==> config.mk <==
export PLATFORM = sky130hd
export DESIGN_NAME = mem_port_arbiter_flat
export DESIGN_NICKNAME = d
export VERILOG_FILES = /design/src/rtl/mem_port_arbiter_if.sv /design/src/rtl/mem_port_arbiter.sv /design/src/flat_wrapper.sv
export SDC_FILE = /design/constraint.sdc
export NUM_CORES = 1
export LEC_CHECK = 0
export BUFFER_PORTS_ARGS = -buffer_cell sky130_fd_sc_hd__buf_4
export CORE_MARGIN = 4
export CORE_UTILIZATION = 40
export CTS_CLUSTER_SIZE = 16
export DETAILED_ROUTE_END_ITERATION = 8
export HOLD_SLACK_MARGIN = 0.05
export PLACE_DENSITY = 0.81
export SETUP_SLACK_MARGIN = 0.15
export SYNTH_ARGS = -nofsm -noshare
export SYNTH_HDL_FRONTEND = slang
export SYNTH_SLANG_ARGS = --single-unit
==> constraint.sdc <==
create_clock -name clk -period 5.66 [get_ports clk]
set_input_delay 1.132 -clock clk [delete_from_list [all_inputs] [get_ports clk]]
set_output_delay 1.132 -clock clk [all_outputs]
set_load 0.01 [all_outputs]
==> src/rtl/mem_port_arbiter_if.sv <==
// ----------------------------------------------------------------------------
// mem_port_arbiter_if
// Bundles the fetch port, the data port and the shared memory bus handled by
// mem_port_arbiter.
//   slave  : view taken by the arbiter (requests and mem_rdata in,
//            completions, stalls and the mem_* bus out)
//   master : view taken by the requesters and the memory (the reverse)
// Signals:
//   if_req/if_addr            fetch read request, held until if_ready
//   if_rdata/if_ready         fetch data and its one-cycle completion pulse
//   if_stall                  fetch pipeline register must hold
//   dm_req/dm_we/dm_addr/dm_wdata   data load/store request, held until dm_ready
//   dm_rdata/dm_ready         load data and its one-cycle completion pulse
//   dm_stall                  memory stage must hold
//   mem_en/mem_we/mem_addr/mem_wdata  shared memory access bus
//   mem_rdata                 memory read data, valid MEM_LAT cycles after mem_en rises
// ----------------------------------------------------------------------------
interface mem_port_arbiter_if #(
    parameter int ADDR_W = 32,
    parameter int DATA_W = 16
);
    logic              if_req;
    logic [ADDR_W-1:0] if_addr;
    logic [DATA_W-1:0] if_rdata;
    logic              if_ready;
    logic              if_stall;

    logic              dm_req;
    logic              dm_we;
    logic [ADDR_W-1:0] dm_addr;
    logic [DATA_W-1:0] dm_wdata;
    logic [DATA_W-1:0] dm_rdata;
    logic              dm_ready;
    logic              dm_stall;

    logic              mem_en;
    logic              mem_we;
    logic [ADDR_W-1:0] mem_addr;
    logic [DATA_W-1:0] mem_wdata;
    logic [DATA_W-1:0] mem_rdata;

    modport slave (
        input  if_req, if_addr,
        output if_rdata, if_ready, if_stall,
        input  dm_req, dm_we, dm_addr, dm_wdata,
        output dm_rdata, dm_ready, dm_stall,
        output mem_en, mem_we, mem_addr, mem_wdata,
        input  mem_rdata
    );

    modport master (
        output if_req, if_addr,
        input  if_rdata, if_ready, if_stall,
        output dm_req, dm_we, dm_addr, dm_wdata,
        input  dm_rdata, dm_ready, dm_stall,
        input  mem_en, mem_we, mem_addr, mem_wdata,
        output mem_rdata
    );
endinterface

==> src/rtl/mem_port_arbiter.sv <==
// ----------------------------------------------------------------------------
// mem_port_arbiter
// Shares one single-port memory between the fetch stage (read-only) and the
// memory stage (load/store). Each access is serialised through an
// IDLE -> BUSY -> DONE sequence: the grant is registered, the memory bus is
// held for MEM_LAT cycles, then the owner receives a one-cycle ready pulse.
// One access completes every MEM_LAT+2 cycles.
//
// Ports:
//   clk   rising-edge clock
//   rst   asynchronous, active-low reset
//   bus   mem_port_arbiter_if.slave (fetch port, data port, memory bus)
//   conflict_cnt [15:0]  (ARB_PERF_CNT_EN only) cycles with both ports
//                        stalled, saturating
//   starve_cnt   [7:0]   (ARB_PERF_CNT_EN only) fetch grants forced by the
//                        data streak limit, saturating
//
// Optional feature macro: ARB_PERF_CNT_EN (adds the two counters above).
// ----------------------------------------------------------------------------
module mem_port_arbiter #(
    parameter int ADDR_W        = 32,
    parameter int DATA_W        = 16,
    parameter int MEM_LAT       = 2,
    parameter int MAX_DM_STREAK = 4
) (
    input  logic                clk,
    input  logic                rst,
    mem_port_arbiter_if.slave   bus
`ifdef ARB_PERF_CNT_EN
    ,
    output logic [15:0]         conflict_cnt,
    output logic [7:0]          starve_cnt
`endif
);

    localparam int STREAK_W = $clog2(MAX_DM_STREAK + 1);
    localparam logic [STREAK_W-1:0] STREAK_MAX = STREAK_W'(MAX_DM_STREAK);
    localparam logic [3:0] CNT_INIT = 4'(MEM_LAT - 1);

    typedef enum logic [1:0] {
        IDLE = 2'd0,
        BUSY = 2'd1,
        DONE = 2'd2
    } state_t;

    state_t              state_reg;
    logic [3:0]          cnt_reg;
    logic [STREAK_W-1:0] streak_reg;
    logic [STREAK_W-1:0] streak_next;
    logic                owner_dm_reg;
    logic [ADDR_W-1:0]   addr_reg;
    logic [DATA_W-1:0]   wdata_reg;
    logic                mem_en_reg;
    logic                mem_we_reg;
    logic                if_ready_reg;
    logic                dm_ready_reg;
    logic [DATA_W-1:0]   if_rdata_reg;
    logic [DATA_W-1:0]   dm_rdata_reg;

    logic                streak_ok;
    logic                grant_dm;
    logic                grant_if;
    logic                if_stall;
    logic                dm_stall;

    // Data wins unless fetch is waiting and the data streak is exhausted.
    assign streak_ok   = streak_reg < STREAK_MAX;
    assign grant_dm    = bus.dm_req & (~bus.if_req | streak_ok);
    assign grant_if    = bus.if_req & ~grant_dm;
    // The streak only grows while fetch is actually being held off.
    assign streak_next = bus.if_req ? streak_reg + 1'b1 : '0;

    always_ff @(posedge clk or negedge rst) begin
        if (!rst) begin
            state_reg    <= IDLE;
            cnt_reg      <= '0;
            streak_reg   <= '0;
            owner_dm_reg <= 1'b0;
            addr_reg     <= '0;
            wdata_reg    <= '0;
            mem_en_reg   <= 1'b0;
            mem_we_reg   <= 1'b0;
            if_ready_reg <= 1'b0;
            dm_ready_reg <= 1'b0;
            if_rdata_reg <= '0;
            dm_rdata_reg <= '0;
        end else begin
            case (state_reg)
                IDLE: begin
                    if (grant_dm) begin
                        owner_dm_reg <= 1'b1;
                        addr_reg     <= bus.dm_addr;
                        mem_we_reg   <= bus.dm_we;
                        wdata_reg    <= bus.dm_wdata;
                        streak_reg   <= streak_next;
                        mem_en_reg   <= 1'b1;
                        cnt_reg      <= CNT_INIT;
                        state_reg    <= BUSY;
                    end else if (grant_if) begin
                        owner_dm_reg <= 1'b0;
                        addr_reg     <= bus.if_addr;
                        mem_we_reg   <= 1'b0;
                        wdata_reg    <= '0;
                        streak_reg   <= '0;
                        mem_en_reg   <= 1'b1;
                        cnt_reg      <= CNT_INIT;
                        state_reg    <= BUSY;
                    end
                end
                BUSY: begin
                    if (cnt_reg == 4'd0) begin
                        // Last latency cycle: read data is valid now.
                        if (!mem_we_reg) begin
                            if (owner_dm_reg) begin
                                dm_rdata_reg <= bus.mem_rdata;
                            end else begin
                                if_rdata_reg <= bus.mem_rdata;
                            end
                        end
                        if (owner_dm_reg) begin
                            dm_ready_reg <= 1'b1;
                        end else begin
                            if_ready_reg <= 1'b1;
                        end
                        mem_en_reg <= 1'b0;
                        mem_we_reg <= 1'b0;
                        state_reg  <= DONE;
                    end else begin
                        cnt_reg <= cnt_reg - 1'b1;
                    end
                end
                DONE: begin
                    if_ready_reg <= 1'b0;
                    dm_ready_reg <= 1'b0;
                    state_reg    <= IDLE;
                end
                default: begin
                    state_reg <= IDLE;
                end
            endcase
        end
    end

    assign if_stall      = bus.if_req & ~if_ready_reg;
    assign dm_stall      = bus.dm_req & ~dm_ready_reg;

    assign bus.if_stall  = if_stall;
    assign bus.dm_stall  = dm_stall;
    assign bus.if_ready  = if_ready_reg;
    assign bus.dm_ready  = dm_ready_reg;
    assign bus.if_rdata  = if_rdata_reg;
    assign bus.dm_rdata  = dm_rdata_reg;
    assign bus.mem_en    = mem_en_reg;
    assign bus.mem_we    = mem_we_reg;
    assign bus.mem_addr  = addr_reg;
    assign bus.mem_wdata = wdata_reg;

`ifdef ARB_PERF_CNT_EN
    logic [15:0] conflict_cnt_reg;
    logic [7:0]  starve_cnt_reg;
    logic        forced_if;

    // An IF grant is "forced" when data was also asking but its streak ran out.
    assign forced_if = (state_reg == IDLE) & bus.if_req & bus.dm_req & ~streak_ok;

    always_ff @(posedge clk or negedge rst) begin
        if (!rst) begin
            conflict_cnt_reg <= '0;
            starve_cnt_reg   <= '0;
        end else begin
            if (if_stall && dm_stall && (conflict_cnt_reg != 16'hFFFF)) begin
                conflict_cnt_reg <= conflict_cnt_reg + 16'd1;
            end
            if (forced_if && (starve_cnt_reg != 8'hFF)) begin
                starve_cnt_reg <= starve_cnt_reg + 8'd1;
            end
        end
    end

    assign conflict_cnt = conflict_cnt_reg;
    assign starve_cnt   = starve_cnt_reg;
`endif

endmodule
==> src/flat_wrapper.sv <==
// flat-port wrapper written by rule: the top's interface ports become plain ports
module mem_port_arbiter_flat 
#(
    parameter int ADDR_W        = 32,
    parameter int DATA_W        = 16,
    parameter int MEM_LAT       = 2,
    parameter int MAX_DM_STREAK = 4
)
  (clk, rst, bus_if_req, bus_if_addr, bus_if_rdata, bus_if_ready, bus_if_stall, bus_dm_req, bus_dm_we, bus_dm_addr, bus_dm_wdata, bus_dm_rdata, bus_dm_ready, bus_dm_stall, bus_mem_en, bus_mem_we, bus_mem_addr, bus_mem_wdata, bus_mem_rdata);
  mem_port_arbiter_if #(.ADDR_W(ADDR_W), .DATA_W(DATA_W)) bus_i ();
  input  logic clk;
  input  logic rst;
  input wire logic [$bits(bus_i.if_req)-1:0] bus_if_req;
  input wire logic [$bits(bus_i.if_addr)-1:0] bus_if_addr;
  output wire logic [$bits(bus_i.if_rdata)-1:0] bus_if_rdata;
  output wire logic [$bits(bus_i.if_ready)-1:0] bus_if_ready;
  output wire logic [$bits(bus_i.if_stall)-1:0] bus_if_stall;
  input wire logic [$bits(bus_i.dm_req)-1:0] bus_dm_req;
  input wire logic [$bits(bus_i.dm_we)-1:0] bus_dm_we;
  input wire logic [$bits(bus_i.dm_addr)-1:0] bus_dm_addr;
  input wire logic [$bits(bus_i.dm_wdata)-1:0] bus_dm_wdata;
  output wire logic [$bits(bus_i.dm_rdata)-1:0] bus_dm_rdata;
  output wire logic [$bits(bus_i.dm_ready)-1:0] bus_dm_ready;
  output wire logic [$bits(bus_i.dm_stall)-1:0] bus_dm_stall;
  output wire logic [$bits(bus_i.mem_en)-1:0] bus_mem_en;
  output wire logic [$bits(bus_i.mem_we)-1:0] bus_mem_we;
  output wire logic [$bits(bus_i.mem_addr)-1:0] bus_mem_addr;
  output wire logic [$bits(bus_i.mem_wdata)-1:0] bus_mem_wdata;
  input wire logic [$bits(bus_i.mem_rdata)-1:0] bus_mem_rdata;
  assign bus_i.if_req = bus_if_req;
  assign bus_i.if_addr = bus_if_addr;
  assign bus_if_rdata = bus_i.if_rdata;
  assign bus_if_ready = bus_i.if_ready;
  assign bus_if_stall = bus_i.if_stall;
  assign bus_i.dm_req = bus_dm_req;
  assign bus_i.dm_we = bus_dm_we;
  assign bus_i.dm_addr = bus_dm_addr;
  assign bus_i.dm_wdata = bus_dm_wdata;
  assign bus_dm_rdata = bus_i.dm_rdata;
  assign bus_dm_ready = bus_i.dm_ready;
  assign bus_dm_stall = bus_i.dm_stall;
  assign bus_mem_en = bus_i.mem_en;
  assign bus_mem_we = bus_i.mem_we;
  assign bus_mem_addr = bus_i.mem_addr;
  assign bus_mem_wdata = bus_i.mem_wdata;
  assign bus_i.mem_rdata = bus_mem_rdata;
  mem_port_arbiter #(.ADDR_W(ADDR_W), .DATA_W(DATA_W), .MEM_LAT(MEM_LAT), .MAX_DM_STREAK(MAX_DM_STREAK)) u_core (.clk(clk), .rst(rst), .bus(bus_i));
endmodule
==> flow_summary.json <==
{
  "status": "complete, no violations",
  "rsz0062_at_grt": "false",
  "clock_latency_ns": 0.35,
  "coreArea_mm2": 0.00942,
  "use_met2_pct": 31.1,
  "postCtsSetupRepairBufs": 0,
  "wire_per_inst_um": 16.4,
  "grt-ovfl-total": 0,
  "netSwitchingPower_mw": 1.10,
  "setup_viol": 0,
  "via_count": 3397,
  "rows": 35,
  "grt_use_met3_pct": 4.98,
  "grt_pass1_wl_mm": 17.0,
  "cts_sinks": 94,
  "cp_max_fo": 35,
  "drive_gt1_share_pct": 46.4,
  "required_ns": 5.83,
  "multi_input_area_mm2": 0.00147,
  "irDropWorstVdd_mv": 0.253,
  "maxSlewHeadroom_pct": 20.3,
  "synth_nets": 449,
  "clock.fmax_ghz": 0.347,
  "cts_tree": "done",
  "place_inst": 639,
  "ys_async_sr_fraction_pct": 100,
  "dieHeight_um": 107,
  "io_buffer_count": 186,
  "wl_mm": 10.7,
  "fin_crit_sh_pct": 50.9,
  "dieArea_mm2": 0.0115,
  "end_kind": "flop",
  "clock-root-buffer": "clkbuf_8",
  "synth_area_mm2": 0.00394,
  "worstPathArrival_ns": 3.05,
  "power.total_mw": 3.09,
  "start_kind": "input pin",
  "hold_viol_final": 0,
  "drt-initial-drc-count": 132,
  "synth_enable_flop_cells": 0,
  "syn_avg_cell_area_um2": 11.4,
  "track_usage_pct": 18.7,
  "drv_cap": 0,
  "ff_latch_area_mm2": 0.00235,
  "hold_buffers": 0,
  "leakage_nw": 2.72,
  "grt_max_degree": 54,
  "yosysSeqAreaShare_pct": 59.7,
  "gp_congestion": 0.760,
  "min_period_ns": 2.88,
  "tightest_slew_ns": 1.20,
  "p_clk_share_pct": 16.4,
  "cts_made_buffers": 9,
  "viasPerCell": 5.19,
  "drc": 0,
  "hold_path_class": "reg -> reg",
  "syn2layout_area_growth_pct": 43.3,
  "ys_ff_latch": 94,
  "grt_busiest_layer": "met2",
  "synth_ff_type": "dfrtp_1",
  "power_density_mw_per_mm2": 547,
  "r2r_slack_ns": 3.13,
  "final_common_cell": "buf_4",
  "swShare_pct": 35.7,
  "layout_common_cells": "buf_4 (189), dfrtp_1 (94), nand2_1 (68)",
  "final.setup.tns_ns": 0,
  "initial_core_util_pct": 41.9,
  "fin_cells": 655,
  "fill_cells": 746,
  "slew_viol_final": 0,
  "pin_count": 187,
  "largest_reg_flops": 32,
  "clock_path_buffers": 2,
  "cts.htree.levels": 3,
  "nets": 625,
  "synth.distinct_cells": 35,
  "antenna_cells": 0,
  "place_hpwl_mm": 7.84,
  "first_pass_iters": 4,
  "path_clk_slew_ns": 0.09,
  "fp.dieW_um": 107,
  "crit_type": "in -> reg",
  "ctsResizeCount": 0,
  "gr-usage-met1_pct": 24.0,
  "antenna_found_initial": 0,
  "p_int_mw": 1.99,
  "final.setup_skew_ns": 0.0164,
  "synthCells": 345,
  "combPwrFrac_pct": 44.5,
  "grt_pass1_vias": 3460,
  "yosys_warnings": 0,
  "pwr-share-seq_pct": 39.1,
  "ant_nets": 0
}
## layout make-up
type	count	area share [%]
Tap cell	129	2.86
Timing Repair Buffer	189	25.1
Inverter	4	0.266
Multi-Input combinational cell	223	26.1
Clock inverter	6	1.62
Sequential cell	94	41.6
Clock buffer	10	2.44
## layer usage
layer	routed length, um	part of all wire (%)
met5	0	0
met3	1010	9.4
met4	112	1.0
met2	5210	49
met1	4400	41
## per-stage QoR
step           cell area [um^2]  hold WS [ns]  setup slack (ns)  util [%]
6_report                   5650         0.497              2.78      60.0
5_1_grt                    5650         0.513              2.54      60.0
4_1_cts                    5650         0.495              2.77      60.0
3_5_place_dp               5420         0.471              2.38      57.6
3_3_place_gp               5420         0.463              2.50      57.6
2_1_floorplan              3940         0.465              3.03         -
## critical path, cell delays in order
cell and delay [ns]:
buf_4 0.13, or2_2 0.54, and2_1 1.02, a31oi_1 0.20
## power by group through the flow
stage | sequential (mW) | combinational, mW | clock (mW)
finish | 1.21 | 1.38 | 0.507
floorplan | 1.32 | 0.591 | 0
CTS | 1.21 | 1.40 | 0.519
global placement | 1.21 | 1.36 | 0
global route | 1.25 | 1.51 | 0.549
detailed placement | 1.21 | 1.40 | 0
## cell families after synthesis
| group | after synthesis | share of synthesized area [%] |
|---|---|---|
| and+or+nand+nor | 89 | 10.7 |
| muxes | 34 | 9.65 |
| DFF | 94 | 59.7 |
| adders and majority gates | 3 | 0.952 |
| AOI/OAI and AO/OA | 97 | 15.9 |
| buffers and inverters | 28 | 3.14 |
## final timing paths
| kind | start | to | depth (start not counted) |
|---|---|---|---|
| max reg2reg | u_core.cnt_reg[0] | u_core.bus.if_rdata[7] | 5 |
| max | bus_if_req | u_core.bus.mem_addr[19] | 4 |
| min | u_core.bus.mem_en | u_core.bus.mem_en | 1 |
| max in group asynchronous | rst | u_core.bus.mem_addr[18] | 2 |
| min reg2reg | u_core.bus.mem_en | u_core.bus.mem_en | 1 |
| min in group asynchronous | rst | u_core.bus.mem_wdata[13] | 1 |
## cell usage after synthesis (all sizes together) (2+ instances only)
cell type / n / area, um^2
a22o: 18 / 158
a21o: 2 / 15.0
a32o: 2 / 20.0
nand2: 68 / 255
clkbuf: 14 / 52.6
mux2i: 2 / 20.0
mux2: 32 / 360
nand4b: 2 / 23.8
nor2b: 4 / 25.0
a21oi: 34 / 170
inv: 4 / 15.0
nor2: 2 / 7.51
a31oi: 32 / 200
o21ai: 4 / 20.0
ha: 3 / 37.5
buf: 10 / 56.3
dfrtp: 94 / 2350
nand2b: 3 / 18.8
Power figures use the tool's default switching activity.
